File: src/rtl/inpkt_list_parser.sv
// Host input packet framing parser: checks the header, routes list payloads
// byte-by-byte to the word/template list stage, discards other types.
module inpkt_list_parser #(
  parameter int VERSION                = 2,
  parameter int PKT_TYPE_WORD_LIST     = 1,
  parameter int PKT_TYPE_TEMPLATE_LIST = 4,
  parameter int PKT_MAX_LEN            = 65536
) (
  input  logic        clk,
  input  logic        rst_n,
  input  logic [7:0]  src_din,
  input  logic        src_empty,
  output logic        src_rd_en,
  output logic [7:0]  dout,
  output logic        wr_en,
  input  logic        full,
  output logic        inpkt_end,
  output logic        is_template_list,
  output logic [15:0] pkt_id,
  output logic        pkt_done,
  output logic        err_version,
  output logic        err_type,
  output logic        err_len,
  output logic        err_hdr_cksum,
  output logic        err_cksum
);

  localparam logic [1:0] S_HDR     = 2'd0;
  localparam logic [1:0] S_PAYLOAD = 2'd1;
  localparam logic [1:0] S_CKSUM   = 2'd2;
  localparam logic [1:0] S_ERR     = 2'd3;

  localparam logic [7:0]  VER_B   = 8'(VERSION);
  localparam logic [7:0]  TYPE_WL = 8'(PKT_TYPE_WORD_LIST);
  localparam logic [7:0]  TYPE_TL = 8'(PKT_TYPE_TEMPLATE_LIST);
  localparam logic [23:0] MAX_LEN = 24'(PKT_MAX_LEN);

  logic [1:0]  r_state;
  logic [2:0]  r_hcnt;
  logic [7:0]  r_sum;
  logic [23:0] r_len;
  logic [7:0]  r_ver;
  logic [7:0]  r_type;
  logic [23:0] r_hlen;
  logic [15:0] r_hid;
  logic [15:0] r_pkt_id;
  logic        r_tpl;
  logic        r_discard;
  logic        r_pkt_done;
  logic        r_err_version;
  logic        r_err_type;
  logic        r_err_len;
  logic        r_err_hdr_cksum;
  logic        r_err_cksum;

  logic        w_move_pl;
  logic        w_rd;
  logic        w_wr;
  logic [7:0]  w_sum;
  logic        w_type_known;
  logic        w_err_v;
  logic        w_err_t;
  logic        w_err_l;
  logic        w_err_h;

  // Discard payloads drain regardless of the list stage's back-pressure.
  assign w_move_pl    = (r_state == S_PAYLOAD) & ~src_empty & (r_discard | ~full);
  assign w_rd         = rst_n & ((((r_state == S_HDR) | (r_state == S_CKSUM)) & ~src_empty) | w_move_pl);
  assign w_wr         = rst_n & w_move_pl & ~r_discard;
  assign w_sum        = r_sum + src_din;

  assign w_type_known = (r_type == TYPE_WL) | (r_type == TYPE_TL) |
                        (r_type == 8'd2) | (r_type == 8'd3) | (r_type == 8'd5);
  assign w_err_v      = (r_ver != VER_B);
  assign w_err_t      = ~w_type_known;
  assign w_err_l      = (r_hlen == '0) | (r_hlen > MAX_LEN);
  assign w_err_h      = (w_sum != '0);

  always_ff @(posedge clk or negedge rst_n) begin
    if (!rst_n) begin
      r_state         <= S_HDR;
      r_hcnt          <= '0;
      r_sum           <= '0;
      r_len           <= '0;
      r_ver           <= '0;
      r_type          <= '0;
      r_hlen          <= '0;
      r_hid           <= '0;
      r_pkt_id        <= '0;
      r_tpl           <= 1'b0;
      r_discard       <= 1'b0;
      r_pkt_done      <= 1'b0;
      r_err_version   <= 1'b0;
      r_err_type      <= 1'b0;
      r_err_len       <= 1'b0;
      r_err_hdr_cksum <= 1'b0;
      r_err_cksum     <= 1'b0;
    end else begin
      r_pkt_done <= 1'b0;
      if (w_rd) begin
        case (r_state)
          S_HDR: begin
            r_hcnt <= r_hcnt + 3'd1;
            r_sum  <= w_sum;
            case (r_hcnt)
              3'd0: r_ver         <= src_din;
              3'd1: r_type        <= src_din;
              3'd2: r_hlen[7:0]   <= src_din;
              3'd3: r_hlen[15:8]  <= src_din;
              3'd4: r_hlen[23:16] <= src_din;
              3'd5: r_hid[7:0]    <= src_din;
              3'd6: r_hid[15:8]   <= src_din;
              default: begin
                // Header byte 7: the accumulated sum restarts for the payload.
                r_sum           <= '0;
                r_len           <= r_hlen;
                r_pkt_id        <= r_hid;
                r_tpl           <= (r_type == TYPE_TL);
                r_discard       <= (r_type != TYPE_WL) & (r_type != TYPE_TL);
                r_err_version   <= r_err_version   | w_err_v;
                r_err_type      <= r_err_type      | w_err_t;
                r_err_len       <= r_err_len       | w_err_l;
                r_err_hdr_cksum <= r_err_hdr_cksum | w_err_h;
                r_state <= (w_err_v | w_err_t | w_err_l | w_err_h) ? S_ERR : S_PAYLOAD;
              end
            endcase
          end
          S_PAYLOAD: begin
            r_len <= r_len - 24'd1;
            r_sum <= w_sum;
            if (r_len == 24'd1) r_state <= S_CKSUM;
          end
          S_CKSUM: begin
            r_sum <= '0;
            if (w_sum == '0) begin
              r_pkt_done <= 1'b1;
              r_state    <= S_HDR;
            end else begin
              r_err_cksum <= 1'b1;
              r_state     <= S_ERR;
            end
          end
          default: ;
        endcase
      end
    end
  end

  assign src_rd_en        = w_rd;
  assign wr_en            = w_wr;
  assign inpkt_end        = w_wr & (r_len == 24'd1);
  assign dout             = src_din;
  assign is_template_list = r_tpl;
  assign pkt_id           = r_pkt_id;
  assign pkt_done         = r_pkt_done;
  assign err_version      = r_err_version;
  assign err_type         = r_err_type;
  assign err_len          = r_err_len;
  assign err_hdr_cksum    = r_err_hdr_cksum;
  assign err_cksum        = r_err_cksum;

endmodule

File: config.mk
export PLATFORM = sky130hd
export DESIGN_NAME = inpkt_list_parser
export DESIGN_NICKNAME = d
export VERILOG_FILES = /design/src/rtl/inpkt_list_parser.sv
export SDC_FILE = /design/constraint.sdc
export NUM_CORES = 1
export LEC_CHECK = 0
export CAP_MARGIN = 15
export CORE_ASPECT_RATIO = 0.9
export CORE_UTILIZATION = 46
export CTS_BUF_LIST = sky130_fd_sc_hd__clkbuf_8
export CTS_CLUSTER_DIAMETER = 150
export DETAILED_ROUTE_END_ITERATION = 7
export PLACE_DENSITY = 0.69
export SLEW_MARGIN = 20
export SYNTH_ARGS = -nofsm -noshare
export SYNTH_HDL_FRONTEND = slang
export SYNTH_SLANG_ARGS = --single-unit
File: constraint.sdc
create_clock -name clk -period 6 [get_ports clk]
set_input_delay 1.2 -clock clk [delete_from_list [all_inputs] [get_ports clk]]
set_output_delay 1.2 -clock clk [all_outputs]
set_load 0.02 [all_outputs]
==> summary.txt, run 1 <==
CTS
  • Resized cells post-CTS: 0
  • CTS tree: done
  • Skew-Pair Late Insertion Delay: ~430 ps
  • Worst-path clk slew: 70 ps
  • CTS Hold Bufs: 0
  • Clock Tree Root: clkbuf_8
  • TritonCTS Sinks: 117
  • Longest Clk Path Bufs: 2
  • Post-CTS Setup Inserts: 0
  • H-Tree Depth: 4
  • CTS buffer count: 17

Routing
  • Antenna viol nets, final: 0
  • DR pass1 iterations: 4
  • Vias/cell: 5.67
  • Routed vias: roughly 4,200
  • # DRC: 0
  • Per-cell routed wire length: 17.4 um
  • Total wire length: 12,900 um
  • DR iter-0 viols: 310

Setup path
  • WS Path Type: in2out
  • CP Max Fanout: 5
  • Crit path DAT: 3420 ps
  • Crit path launch type: primary input
  • CP endpoint kind: primary output
  • FF-to-FF setup slack: 2950 ps
  • WP data required: 4800 ps

Floorplan
  • Ports: between 40 and 50
  • Die Span X: between 100 and 150 um
  • Starting Density: 47.1%
  • # rows: 38
  • Core area: 0.0121 mm^2
  • Die Y: 108 um
  • Die area: 0.0128 mm^2

Yosys
  • Mapped Cells: 519
  • Avg Synthesized Cell Area: 11.0 um^2
  • Sequential fraction of the synthesis area: 51.4%
  • Yosys top cell by area: dfrtp_1
  • Yosys cell types: 53
  • Top post-synthesis cells by area: dfrtp_1 (51%), mux2_2 (11%), nand2_1 (4.9%), ha_1 (4.0%), a21oi_1 (2.2%)
  • Ys flop type: dfrtp_1
  • Number of synthesized register bits: 117
  • Synth top area share: 51.4%
  • Syn_nets: 550
  • Ys async rst share: 100%
  • Post-synth EDFFs: 0
  • Yosys warns: 0
  • Syn Std Cell Area: 0.00569 mm^2

Finish
  • Commonest non-fill, non-tap cell in the layout: dfrtp_1
  • ANT cells: 0
  • Fin nets: 597
  • Share of cells above drive strength 1: 18.8%
  • Design area: 0.00672 mm^2
  • Commonest non-fill, non-tap cells in the layout: dfrtp_1 (117), nand2_1 (74), mux2_2 (57), clkdlybuf4s50_1 (44), a21oi_1 (25)
  • Synth-to-Final Area Change: 18.1%

STA
  • Final setup fails: 0
  • Relative slew slack: 43.2%
  • Skew final: 10.3 ps
  • Worst Tran Pin Value: approximately 850 ps
  • Fmax: 217 MHz
  • Final setup TNS: 0 ps
  • Hold_ws: about 470 ps
  • Final period util: 77.0%
  • RSZ-0062 raised after global routing: false
  • Fin. Hold Viols: 0
  • Final Worst Setup Slack: approximately 1400 ps
  • Max-slew violations: 0
  • Fin crit period: 4620 ps

Place
  • Placed inst area: 0.00628 mm^2
  • Worst slack, placed: about 1400 ps
  • DPL Wire Length: 8670 um
  • IO buf count: 45
  • Gp weighted congestion: between 0.8 and 0.9

Global routing
  • Global route overflow: 0
  • First-pass GRT wire length: 21,600 um
  • Initial antenna violation count: 0
  • Vias in the first global route: between 4,000 and 5,000
  • GRT Total Usage: between 20% and 30%
  • Largest net degree at the start of global routing: 64

Pwr
  • Leak Pwr: 3.19 nW
  • PwrDens: 452 mW/mm^2
  • Worst VDD drop: 0.243 mV

Run status
  • Status: complete, no violations

Job
  • Max-cap violation count: 0

Min path
  • Worst Hold Class: reg2reg
[synthesized netlist by cell type (5+ instances only)]
library cell / instances
or3_1: 7
a21o_1: 5
nor4_1: 12
clkbuf_1: 16
dfrtp_1: 117
nor2_1: 20
a22o_1: 6
buf_4: 8
nor3_1: 11
mux2_2: 57
a21oi_1: 25
o22ai_1: 19
inv_1: 12
nand2b_1: 5
nand2_1: 74
o21ai_0: 22
nand3_1: 20
mux2i_1: 9
ha_1: 18
[layout make-up]
cell class                 count  area, um^2
timing repair buffer          52         500
inverter                      12        45.0
fill                        1038        5360
sequential                   117        2930
multi-input combinational    366        2600
clock inverter                13         181
tap                          160         200
clock buffer                  19         262
[logic make-up after synthesis]
| kind of cell | count (synthesis) | share of synthesized area [%] |
|---|---|---|
| compound gates | 100 | 11.6 |
| xor+xnor | 7 | 1.08 |
| fa+ha+maj | 19 | 4.31 |
| buf+inv | 36 | 2.90 |
| flops | 117 | 51.4 |
| mux | 68 | 13.3 |
| simple gates | 172 | 15.4 |
[critical path, stage by stage]
cell and delay (ps):
clkdlybuf4s50_1 420, nand2b_1 210, nor4b_1 630, and4_2 360
clkdlybuf4s50_1 600
[flip-flops by register name, summed over array words and instances (netlist names), 2 cells and up]
name     cells
r_ver        8
r_sum        8
r_state      2
r_len       24
r_type       8
r_hcnt       3
pkt_id      16
r_hid       16
r_hlen      24
[stage by stage]
stage,std cells,power [mW],util (%)
finish,739,3.03,55.6
global route,739,3.23,55.6
CTS,739,3.05,55.6
detailed placement,707,2.24,52.0
global placement,707,2.20,52.0
floorplan,519,1.96,-
[power breakdown]
part / switching, mW / internal (mW) / total, mW
sequential: 0.192 / 0.994 / 1.19
combinational: 0.568 / 0.487 / 1.06
clock: 0.320 / 0.473 / 0.793
[final timing paths]
kind,end,from,depth (start not counted)
min in group asynchronous,r_len[5],rst_n,2
max in group asynchronous,r_hlen[10],rst_n,3
min,err_type,err_type,1
min reg2reg,err_type,err_type,1
max reg2reg,r_len[2],r_hcnt[0],8
max,inpkt_end,src_empty,5
[per-layer routing]
layer	vias to the layer above	global-route usage [%]	part of all wire, %
met5	-	0	0
met4	0	8.05	1.0
met3	12	4.77	3.6
met2	80	36.0	49
met1	2115	29.1	47
li1	1985	-	-
(Power assumes the default switching activity.)
==> inputs of run 2 (changes only) <==
- PLACE_DENSITY: 0.69 -> 0.72
- clock period: 6 -> 3.8 ns (I/O delays scaled with it)
==> summary.txt, run 2 (same netlist as run 1, synthesis figures left out) <==
Run status
  • Status: complete, no violations (unchanged)

STA
  • Hold_ws: 461 ps (was 466 ps)
  • Fmax: 295 MHz
  • Fin crit period: 3390 ps
  • Relative slew slack: 39.0% (was 43.2%)
  • Worst Tran Pin Value: 916 ps (was 852 ps)
  • Skew final: 8.37 ps (was 10.3 ps)
  • Fin. Hold Viols: 0 (unchanged)
  • Final period util: 89.3%
  • Final setup fails: 0 (unchanged)
  • Max-slew violations: 0 (unchanged)
  • RSZ-0062 raised after global routing: false (unchanged)
  • Final setup TNS: 0 ps (unchanged)

Setup path
  • Worst R2R Start: r_hcnt[0] (unchanged)
  • Worst reg2reg path depth: 8 (unchanged)
  • WS Path Type: in2out (unchanged)
  • FF-to-FF setup slack: 1120 ps (was 2950 ps)
  • WP data required: 3040 ps (was 4800 ps)
  • R2r endpoint: r_len[2] (unchanged)
  • CP Max Fanout: 5 (unchanged)
  • CP endpoint kind: primary output (unchanged)
  • Crit path DAT: 2630 ps (was 3420 ps)
  • Crit path launch type: primary input (unchanged)

Finish
  • Top flop regs: r_hlen: 24 flops, r_len: 24 flops (unchanged)
  • Commonest non-fill, non-tap cells in the layout: dfrtp_1 (117), nand2_1 (74), mux2_2 (57), clkdlybuf4s50_1 (44), a21oi_1 (25) (unchanged)
  • Commonest non-fill, non-tap cell in the layout: dfrtp_1 (unchanged)
  • Fin nets: 607 (was 597)
  • Fillers: 1,062 (was 1,038)
  • Share of cells above drive strength 1: 20.5% (was 18.8%)
  • Synth-to-Final Area Change: 18.6% (was 18.1%)
  • Design area: 0.00675 mm^2 (was 0.00672 mm^2)
  • ANT cells: 0 (unchanged)

Routing
  • Antenna viol nets, final: 0 (unchanged)
  • Vias/cell: 5.69 (was 5.67)
  • DR pass1 iterations: 6 (was 4)
  • Per-cell routed wire length: 17.8 um (was 17.4 um)
  • DR iter-0 viols: 285 (was 310)
  • # DRC: 0 (unchanged)
  • Routed vias: 4,262 (was 4,192)
  • Total wire length: 13,300 um (was 12,900 um)

Global routing
  • First-pass GRT wire length: 22,100 um (was 21,600 um)
  • Initial antenna violation count: 0 (unchanged)
  • Global route overflow: 0 (unchanged)
  • Vias in the first global route: 4,307 (was 4,216)
  • GRT Total Usage: 22.5% (was 22.1%)
  • Largest net degree at the start of global routing: 73 (was 64)

Min path
  • Hold endpoint: err_len (was err_type)
  • Hold Path Depth: 1 (unchanged)
  • HP Start: err_len (was err_type)
  • Worst Hold Class: reg2reg (unchanged)

Pwr
  • Leak Pwr: 3.21 nW (was 3.19 nW)
  • PwrDens: 699 mW/mm^2 (was 452 mW/mm^2)
  • Worst VDD drop: 0.426 mV (was 0.243 mV)

Job
  • Max-cap violation count: 0 (unchanged)

CTS
  • Longest Clk Path Bufs: 2 (unchanged)
  • CTS Hold Bufs: 0 (unchanged)
  • H-Tree Depth: 4 (unchanged)
  • Skew-Pair Late Insertion Delay: 430 ps (about the same)
  • Resized cells post-CTS: 0 (unchanged)
  • Clock Tree Root: clkbuf_8 (unchanged)
  • TritonCTS Sinks: 117 (unchanged)
  • Post-CTS Setup Inserts: 0 (unchanged)
  • CTS buffer count: 17 (unchanged)
  • CTS tree: done (unchanged)
  • Worst-path clk slew: 70 ps (about the same)

Floorplan
  • Die Span X: 119 um (unchanged)
  • # rows: 38 (unchanged)
  • Die Y: 108 um (unchanged)
  • Die area: 0.0128 mm^2 (unchanged)
  • Core area: 0.0121 mm^2 (unchanged)
  • Ports: 46 (unchanged)
  • Starting Density: 47.1% (unchanged)

Place
  • IO buf count: 45 (unchanged)
  • Placed inst area: 0.00635 mm^2 (was 0.00628 mm^2)
  • DPL Wire Length: 9120 um (was 8670 um)
  • Gp weighted congestion: 0.901 (was 0.832)
## run 2: cell types whose count changed in the layout (fill, tap and decap cells not counted)
cell,delta
inv_1,-2
buf_4,+10
clkbuf_8,-1
inv_6,+3
bufinv_16,-2
clkinv_2,+2
## run 2: cell type report
class / count / area (um^2) / share of cell area [%]
repair buffers: 62 / 576 / 8.53
flip-flops and latches: 117 / 2930 / 43.4
well taps: 160 / 200 / 2.97
clock inverters: 14 / 150 / 2.22
multi-input cells: 366 / 2600 / 38.6
inverters: 12 / 45.0 / 0.667
clock buffers: 18 / 248 / 3.67
## run 2: per-layer routing
| layer | share of wire (%) | global-route usage (%) | vias to the layer above | wire length (um) |
|---|---|---|---|---|
| met2 | 48 | 37.2 | 92 | 6420 |
| met1 | 47 | 28.9 | 2161 | 6280 |
| met4 | 1.5 | 9.86 | 0 | 205 |
| met5 | 0 | 0 | - | 0 |
| met3 | 3.0 | 4.45 | 12 | 406 |
| li1 | - | - | 1997 | - |
## run 2: stage by stage
step | setup WS [ps] | instances | total power, mW | util [%]
floorplan | 844 | 519 | 3.09 | -
CTS | 401 | 749 | 4.73 | 55.9
detailed placement | 377 | 717 | 3.58 | 52.6
finish | 408 | 749 | 4.72 | 55.9
global route | 325 | 749 | 5.03 | 55.9
global placement | 388 | 717 | 3.49 | 52.6
## run 2: worst max path at each step
| stage | cells past startpoint | endpoint | start |
|---|---|---|---|
| finish | 6 | inpkt_end | src_empty |
| global route | 6 | inpkt_end | src_empty |
| CTS | 6 | inpkt_end | src_empty |
| detailed placement | 9 | r_state[0] | src_din[0] |
| global placement | 6 | inpkt_end | src_empty |
| floorplan | 3 | inpkt_end | src_empty |
## run 2: power breakdown
part	switching, mW	total (mW)	internal [mW]	leakage, nW
logic	0.917	1.70	0.783	1.44
registers	0.310	1.88	1.57	1.58
clock network	0.536	1.14	0.606	0.196
## run 2: worst max-delay path, cell delays in order
cell and delay [ps]:
clkdlybuf4s50_1 410, nand2b_1 220, nor4b_1 280, buf_4 180, and4_2 190, clkdlybuf4s50_1 590
==> inputs of run 3 (changes only) <==
- CORE_MARGIN: unset -> 2
- CORE_UTILIZATION: 46 -> 54
- PLACE_DENSITY: 0.72 -> 0.82
==> summary.txt, run 3 (same netlist as run 1, synthesis figures left out) <==
Global routing
  • Largest net degree at the start of global routing: 64 (was 73)
  • Vias in the first global route: 4,175 (was 4,307)
  • First-pass GRT wire length: 21,700 um (was 22,100 um)
  • GRT Total Usage: 24.6% (was 22.5%)
  • Initial antenna violation count: 0 (unchanged)
  • Global route overflow: 0 (unchanged)

Finish
  • Share of cells above drive strength 1: 20.0% (was 20.5%)
  • Fillers: 765 (was 1,062)
  • Fin nets: 605 (was 607)
  • Multi-input gate area: 0.00260 mm^2 (unchanged)
  • Commonest non-fill, non-tap cell in the layout: dfrtp_1 (unchanged)
  • Register area: 0.00293 mm^2 (unchanged)
  • ANT cells: 0 (unchanged)
  • Synth-to-Final Area Change: 17.5% (was 18.6%)
  • Commonest non-fill, non-tap cells in the layout: dfrtp_1 (117), nand2_1 (74), mux2_2 (57), clkdlybuf4s50_1 (44), a21oi_1 (25) (unchanged)
  • Top flop regs: r_hlen: 24 flops, r_len: 24 flops (unchanged)

Routing
  • Routed vias: 4,245 (was 4,262)
  • Antenna viol nets, final: 0 (unchanged)
  • DR iter-0 viols: 297 (was 285)
  • Vias/cell: 5.95 (was 5.69)
  • Per-cell routed wire length: 18.5 um (was 17.8 um)
  • # DRC: 0 (unchanged)
  • Total wire length: 13,200 um (was 13,300 um)
  • DR pass1 iterations: 5 (was 6)

STA
  • RSZ-0062 raised after global routing: false (unchanged)
  • Skew final: 9.87 ps (was 8.37 ps)
  • Final setup fails: 0 (unchanged)
  • Final period util: 92.8% (was 89.3%)
  • Fin crit period: 3530 ps (was 3390 ps)
  • Final Worst Setup Slack: 273 ps (was 408 ps)
  • Fmax: 284 MHz (was 295 MHz)
  • Relative slew slack: 41.6% (was 39.0%)
  • Worst Tran Pin Value: 877 ps (was 916 ps)
  • Fin. Hold Viols: 0 (unchanged)
  • Max-slew violations: 0 (unchanged)
  • Final setup TNS: 0 ps (unchanged)

Floorplan
  • Die area: 0.0114 mm^2 (was 0.0128 mm^2)
  • Ports: 46 (unchanged)
  • Die Span X: 112 um (was 119 um)
  • Die Y: 101 um (was 108 um)
  • Core area: 0.0102 mm^2 (was 0.0121 mm^2)
  • # rows: 35 (was 38)
  • Starting Density: 55.5% (was 47.1%)

Pwr
  • Worst VDD drop: 0.485 mV (was 0.426 mV)
  • Leak Pwr: 3.20 nW (was 3.21 nW)
  • PwrDens: 703 mW/mm^2 (was 699 mW/mm^2)
  • Overall power: 4.70 mW (was 4.72 mW)

CTS
  • Skew-Pair Late Insertion Delay: 430 ps (about the same)
  • Worst-path clk slew: 70 ps (about the same)
  • H-Tree Depth: 4 (unchanged)
  • CTS buffer count: 17 (unchanged)
  • Resized cells post-CTS: 0 (unchanged)
  • TritonCTS Sinks: 117 (unchanged)
  • CTS tree: done (unchanged)
  • Post-CTS Setup Inserts: 0 (unchanged)
  • CTS Hold Bufs: 0 (unchanged)
  • Longest Clk Path Bufs: 2 (unchanged)
  • Clock Tree Root: clkbuf_8 (unchanged)

Run status
  • Status: complete, no violations (unchanged)

Setup path
  • Worst path cell trace: clkdlybuf4s50_1 > nand2b_1 > nor4b_1 > buf_4 > and4_2 > clkdlybuf4s50_1 (unchanged)
  • CP endpoint kind: primary output (unchanged)
  • Largest delay share family, worst path: buffers and inverters (unchanged)
  • Buf/Inv on CP: 3 (unchanged)
  • WP data required: 3040 ps (about the same)
  • CP max-delay cell: clkdlybuf4s50_1 (unchanged)
  • Crit path launch type: primary input (unchanged)
  • Crit path DAT: 2770 ps (was 2630 ps)
  • Delay of the slowest critical-path stage: 590 ps (about the same)
  • Most used cell, CP: clkdlybuf4s50_1 (unchanged)
  • CP Max Fanout: 5 (unchanged)
  • WS Path Type: in2out (unchanged)

Min path
  • Worst Hold Class: reg2reg (unchanged)

Place
  • Gp weighted congestion: 0.868 (was 0.901)
  • IO buf count: 45 (unchanged)
  • Worst slack, placed: 313 ps (was 377 ps)
  • DPL Wire Length: 8880 um (was 9120 um)

Job
  • Max-cap violation count: 0 (unchanged)
==> run 3: cell types whose count changed in the layout (fill, tap and decap cells not counted) <==
cell | before | now
inv_6 | 4 | 2
buf_4 | 18 | 16
clkbuf_8 | 18 | 19
clkinv_2 | 3 | 2
==> run 3: worst min-delay path: stages (launching register included) <==
cell and delay [ps]:
dfrtp_1 340, nand2_1 50, nand2_1 50
==> run 3: worst paths after layout <==
check / cells past startpoint / end / from / slack (ps)
setup / recovery: 6 / inpkt_end / src_empty / 270
hold / removal: 2 / pkt_id[11] / r_hid[11] / 470
setup reg to reg: 7 / r_len[2] / r_hcnt[0] / 1110
hold reg to reg: 2 / pkt_id[11] / r_hid[11] / 470
max in group asynchronous: 3 / r_len[0] / rst_n / 2000
min in group asynchronous: 2 / r_hlen[23] / rst_n / 560
==> run 3: report_power, final <==
part           internal [mW]  total, mW  switching (mW)
Combinational          0.776       1.69           0.919
Sequential              1.57       1.88           0.313
Clock                  0.613       1.12           0.509
==> run 3: area by class of cell <==
| type | count | area share [%] |
|---|---|---|
| multi-input cells | 366 | 38.9 |
| clock buffers | 19 | 3.91 |
| repair buffers | 60 | 8.38 |
| clock inverters | 11 | 1.91 |
| inverters | 12 | 0.674 |
| well taps | 129 | 2.41 |
| flip-flops and latches | 117 | 43.8 |
==> run 3: metrics by stage <==
| stage | util [%] | area [um^2] | hold WS [ps] | std cells |
|---|---|---|---|---|
| after detailed placement | 61.5 | 6300 | 455 | 684 |
| after global routing | 65.3 | 6690 | 497 | 714 |
| after floorplan | - | 5690 | 433 | 519 |
| after global placement | 61.5 | 6300 | 442 | 684 |
| after CTS | 65.3 | 6690 | 468 | 714 |
| final | 65.3 | 6690 | 473 | 714 |
==> run 3: per-layer routing <==
layer,wire length (um),GRT usage (%)
met4,265,9.19
met5,0,0
met1,5940,32.8
met3,643,6.76
met2,6350,39.2
